## src/rtl/fifo_sync_flagged.sv

```systemverilog
// Single-clock parametrised FIFO with occupancy count, almost-full/empty thresholds,
// optional first-word-fall-through read port and sticky overflow/underflow flags.
module fifo_sync_flagged #(
  parameter int FIFO_data_size = 8,
  parameter int FIFO_addr_size = 4,
  parameter int AFULL_TH       = 12,
  parameter int AEMPTY_TH      = 4,
  parameter int FWFT           = 0
) (
  input  logic                      clk,
  input  logic                      rst,
  input  logic                      w_en,
  input  logic [FIFO_data_size-1:0] data_in,
  input  logic                      r_en,
  output logic [FIFO_data_size-1:0] data_out,
  output logic                      data_valid,
  output logic                      full,
  output logic                      empty,
  output logic                      almost_full,
  output logic                      almost_empty,
  output logic [FIFO_addr_size:0]   count,
  output logic                      overflow,
  output logic                      underflow,
  input  logic                      clr_err
);

  localparam int DEPTH = 1 << FIFO_addr_size;
  localparam logic [FIFO_addr_size:0] C_DEPTH  = DEPTH[FIFO_addr_size:0];
  localparam logic [FIFO_addr_size:0] C_AFULL  = AFULL_TH[FIFO_addr_size:0];
  localparam logic [FIFO_addr_size:0] C_AEMPTY = AEMPTY_TH[FIFO_addr_size:0];

  if (AFULL_TH < 1 || AFULL_TH > DEPTH) begin : g_bad_afull
    $error("fifo_sync_flagged: AFULL_TH must be within 1..DEPTH");
  end
  if (AEMPTY_TH < 0 || AEMPTY_TH > DEPTH - 1) begin : g_bad_aempty
    $error("fifo_sync_flagged: AEMPTY_TH must be within 0..DEPTH-1");
  end
  if (FWFT != 0 && FWFT != 1) begin : g_bad_fwft
    $error("fifo_sync_flagged: FWFT must be 0 or 1");
  end

  logic [FIFO_data_size-1:0] r_mem [DEPTH];
  logic [FIFO_addr_size-1:0] r_w_ptr;
  logic [FIFO_addr_size-1:0] r_r_ptr;
  logic [FIFO_addr_size:0]   r_count;
  logic                      r_overflow;
  logic                      r_underflow;
  logic                      w_wr_acc;
  logic                      w_rd_acc;

  // Handshake: a write is accepted when w_en && !full, a read when r_en && !empty,
  // both judged on the registered state at the clock edge. A rejected request has
  // no effect other than setting its sticky error flag.
  assign full         = (r_count == C_DEPTH);
  assign empty        = (r_count == '0);
  assign almost_full  = (r_count >= C_AFULL);
  assign almost_empty = (r_count <= C_AEMPTY);
  assign count        = r_count;
  assign overflow     = r_overflow;
  assign underflow    = r_underflow;

  assign w_wr_acc = w_en && !full;
  assign w_rd_acc = r_en && !empty;

  // Storage has no reset; the reset cycle must still not write.
  always_ff @(posedge clk) begin
    if (rst && w_wr_acc) begin
      r_mem[r_w_ptr] <= data_in;
    end
  end

  always_ff @(posedge clk) begin
    if (!rst) begin
      r_w_ptr <= '0;
      r_r_ptr <= '0;
      r_count <= '0;
    end else begin
      if (w_wr_acc) begin
        r_w_ptr <= r_w_ptr + 1'b1;
      end
      if (w_rd_acc) begin
        r_r_ptr <= r_r_ptr + 1'b1;
      end
      case ({w_wr_acc, w_rd_acc})
        2'b10:   r_count <= r_count + 1'b1;
        2'b01:   r_count <= r_count - 1'b1;
        default: r_count <= r_count;
      endcase
    end
  end

  // A new error in the same cycle as clr_err keeps the flag set.
  always_ff @(posedge clk) begin
    if (!rst) begin
      r_overflow  <= 1'b0;
      r_underflow <= 1'b0;
    end else begin
      r_overflow  <= (r_overflow  && !clr_err) || (w_en && full);
      r_underflow <= (r_underflow && !clr_err) || (r_en && empty);
    end
  end

  if (FWFT == 0) begin : g_std
    logic [FIFO_data_size-1:0] r_data_out;
    logic                      r_data_valid;

    always_ff @(posedge clk) begin
      if (!rst) begin
        r_data_out   <= '0;
        r_data_valid <= 1'b0;
      end else begin
        r_data_valid <= w_rd_acc;
        if (w_rd_acc) begin
          r_data_out <= r_mem[r_r_ptr];
        end
      end
    end

    assign data_out   = r_data_out;
    assign data_valid = r_data_valid;
  end else begin : g_fwft
    // Head of queue is always presented; r_en acts as the pop acknowledge.
    assign data_out   = r_mem[r_r_ptr];
    assign data_valid = !empty;
  end

endmodule

```

## config.mk

```make
export PLATFORM = sky130hd
export DESIGN_NAME = fifo_sync_flagged
export DESIGN_NICKNAME = d
export VERILOG_FILES = /design/src/rtl/fifo_sync_flagged.sv
export SDC_FILE = /design/constraint.sdc
export NUM_CORES = 1
export LEC_CHECK = 0
export BUFFER_PORTS_ARGS = -buffer_cell sky130_fd_sc_hd__buf_2
export CORE_MARGIN = 2
export CORE_UTILIZATION = 38
export CTS_BUF_LIST = sky130_fd_sc_hd__clkbuf_8
export DETAILED_ROUTE_END_ITERATION = 10
export PLACE_DENSITY = 0.61
export RECOVER_POWER = 50
export SYNTH_ARGS = -nofsm -noshare
export SYNTH_HDL_FRONTEND = slang
export SYNTH_SLANG_ARGS = --single-unit
```

## constraint.sdc

```tcl
create_clock -name clk -period 2.5 [get_ports clk]
set_input_delay 0.5 -clock clk [delete_from_list [all_inputs] [get_ports clk]]
set_output_delay 0.5 -clock clk [all_outputs]
set_load 0.03 [all_outputs]
```

==> flow_summary.toml <==
[global_routing]
grt_pass1_wl_um = 19960
grt_start_max_net_pins = 49
grt_antenna_before_repair = 0
number_of_global_route_vias_before_repair = 3473
remaining_global_route_overflow = 0
track_usage_pct = 16.41

[route]
detailroute.via_count = 3503
detail_route.first_pass.iterations = 4
detail_route.drc_violations = 0
route.antenna.remaining_nets = 0
vias_per_cell = 5.174
wl_per_cell_um = 19.30
drt_iter0_markers = 221
drt-total-wl_um = 13070

[synth]
synth_seq_area_share_pct = 70.59
ys_ff_latch = 152
synthesis.nets = 423
ys_types = 36
number_of_flops_mapped_to_enable_cells_by_yosys = 128
postSynth.asyncResetShare_pct = 0
synth_flop_cell = "sky130_fd_sc_hd__edfxtp_1"
netlist_instances = 400
postSynthAreaPerCell_um2 = 15.31
synth-warning-count = 0
mapped_area_mm2 = 0.006126

[worst_setup_path]
worst_ep_arrival_time_ns = 1.79
cp_max_fo = 7
cp_cell_sequence = "or4_4, nor2_1, buf_2"
sum_of_buffers_and_inverters_on_the_critical_path = 1
critical_path.top_delay_family = "simple AND/OR/NAND/NOR gates"
critPathRequiredTime_ns = 2.00
timing.critical_path.slowest_cell_delay_ns = 0.61
worstSetupPathType = "reg2out"
slowest_stage = "sky130_fd_sc_hd__or4_4"
critical_path.endpoint_type = "primary output"
startpoint_type = "register"

[timing]
finalClockSkew_ns = 0.008926
fmax_ghz = 0.4368
finalHoldViolCount = 0
max_slew_headroom_pct = 34.99
setup_violations = 0
unrepaired_setup_endpoints_after_global_routing = "false"
timing_worst_slew_pin_value_ns = 0.9751
report.final.slew_viol_count = 0
layout_min_cycle_time_ns = 2.289
timing.final.crit_share_pct = 91.57
setup_tns_ns = 0

[die]
effective_utilization_at_floorplan_pct = 38.70
floorplan.rows = 46
fp.coreArea_mm2 = 0.01583
die_height_um = 131.0
die_area_mm2 = 0.01715
pin_count = 33
fp.dieW_um = 131.0

[cells_and_area]
finish.net_count = 471
most-common-layout-cells = "sky130_fd_sc_hd__edfxtp_1 (128), sky130_fd_sc_hd__mux2i_1 (69), sky130_fd_sc_hd__o22ai_1 (32)"
layout-drive-gt1-share_pct = 15.18
layout_commonest_cell = "sky130_fd_sc_hd__edfxtp_1"
insertedDiodeCount = 0
layout.cell_area.non_filler_mm2 = 0.007015
area_growth_pct = 14.52
fillCellCount = 1438

[run_status]
run_status = "finished clean"

[flow_run]
cap_viol_max_count = 0

[clock_tree]
post-cts-setup-buffers = 0
cts_inserted_buffers = 17
clkLatencyLatePin_ns = 0.44
tritoncts_clock_tree = "yes"
max-clock-path-buffers = 2
clk_pin_slew_worst_paths_ns = 0.08
cts_num_sinks = 152
clock-root-buffer = "sky130_fd_sc_hd__clkbuf_8"
cts_htree_levels = 4

[pwr]
power_per_cell_area_mw_per_mm2 = 901.7
power_uw = 6326
static-leakage-power_uw = 0.002235
worst_ir_drop_vdd_uv = 536.9

[placement]
place_hpwl_um = 8544
io_buffers = 32
gp_routability_congestion = 0.7959
placedInstanceArea_mm2 = 0.006655

[hold_path]
worst_hold_path_type = "in2reg"
## tightest hold or removal path, stage by stage
cell                      delay (ns)
sky130_fd_sc_hd__buf_2          0.11
sky130_fd_sc_hd__a22oi_1        0.07
sky130_fd_sc_hd__nor2b_1        0.09
## power by group
group / internal (uW) / switching [uW] / total, uW
Sequential: 2910 / 161 / 3080
Combinational: 463 / 954 / 1420
Clock: 970 / 864 / 1830
## flip-flops by register name, summed over array words and instances (netlist names)
name,cells
data_out,8
count,5
underflow,1
r_r_ptr,4
r_mem,128
r_w_ptr,4
data_valid,1
overflow,1
## layer usage
layer  global-route usage [%]  share of wire, %
met5                        0                 0
met4                    7.009               1.8
met3                    3.217               4.1
met2                    27.25                50
met1                    21.07                44
## cell usage after synthesis (6+ instances only)
master	instances	share of area, %
sky130_fd_sc_hd__a21oi_1	10	0.82
sky130_fd_sc_hd__and2_1	9	0.92
sky130_fd_sc_hd__buf_2	13	1.1
sky130_fd_sc_hd__clkbuf_1	8	0.49
sky130_fd_sc_hd__dfxtp_1	24	7.8
sky130_fd_sc_hd__edfxtp_1	128	63
sky130_fd_sc_hd__ha_1	9	1.8
sky130_fd_sc_hd__mux2i_1	69	11
sky130_fd_sc_hd__nand2_1	8	0.49
sky130_fd_sc_hd__nor2_1	19	1.2
sky130_fd_sc_hd__nor2b_1	6	0.61
sky130_fd_sc_hd__nor4_1	9	0.92
sky130_fd_sc_hd__o21ai_0	10	0.82
sky130_fd_sc_hd__o22ai_1	32	3.3
sky130_fd_sc_hd__xnor2_1	7	1.0
## stage by stage
step                hold slack, ns  utilization [%]  setup slack (ns)  cells
floorplan                   0.5353                -           0.01983    400
global placement            0.5155            42.05            0.1815    645
global route                0.3804            44.32           0.09284    677
detailed placement          0.5260            42.05            0.1667    645
CTS                         0.3409            44.54           0.04148    677
finish                      0.3699            44.32            0.2108    677
## cell type report
class                           instances  area [um2]  share of cell area, %
Clock buffer                           17       234.0                  3.335
Clock inverter                         15       160.2                  2.283
Inverter                                5       18.77                 0.2675
Multi-Input combinational cell        220        1703                  24.27
Sequential cell                       152        4338                  61.83
Tap cell                              216       270.3                  3.852
Timing Repair Buffer                   52       291.5                  4.156
## repair_timing
item | 4_1_cts | 5_1_grt
hold buffers | 0 | 0
gates resized for setup | 0 | 1
endpoints found under the setup margin | 0 | 2
## path summary, 6_finish.rpt
path,from,to,slack (ns),cells past startpoint
min reg2reg,underflow,underflow,0.55,2
max reg2reg,count[3],count[4],0.22,9
max,count[0],full,0.21,3
min,r_en,underflow,0.37,3
## logic make-up after synthesis
group,synth area share [%]
flops,70.59
mux,11.27
simple gates,6.148
compound gates,6.556
buf+inv,1.981
fa+ha+maj,2.165
xor+xnor,1.287
Power figures use the tool's default switching activity.
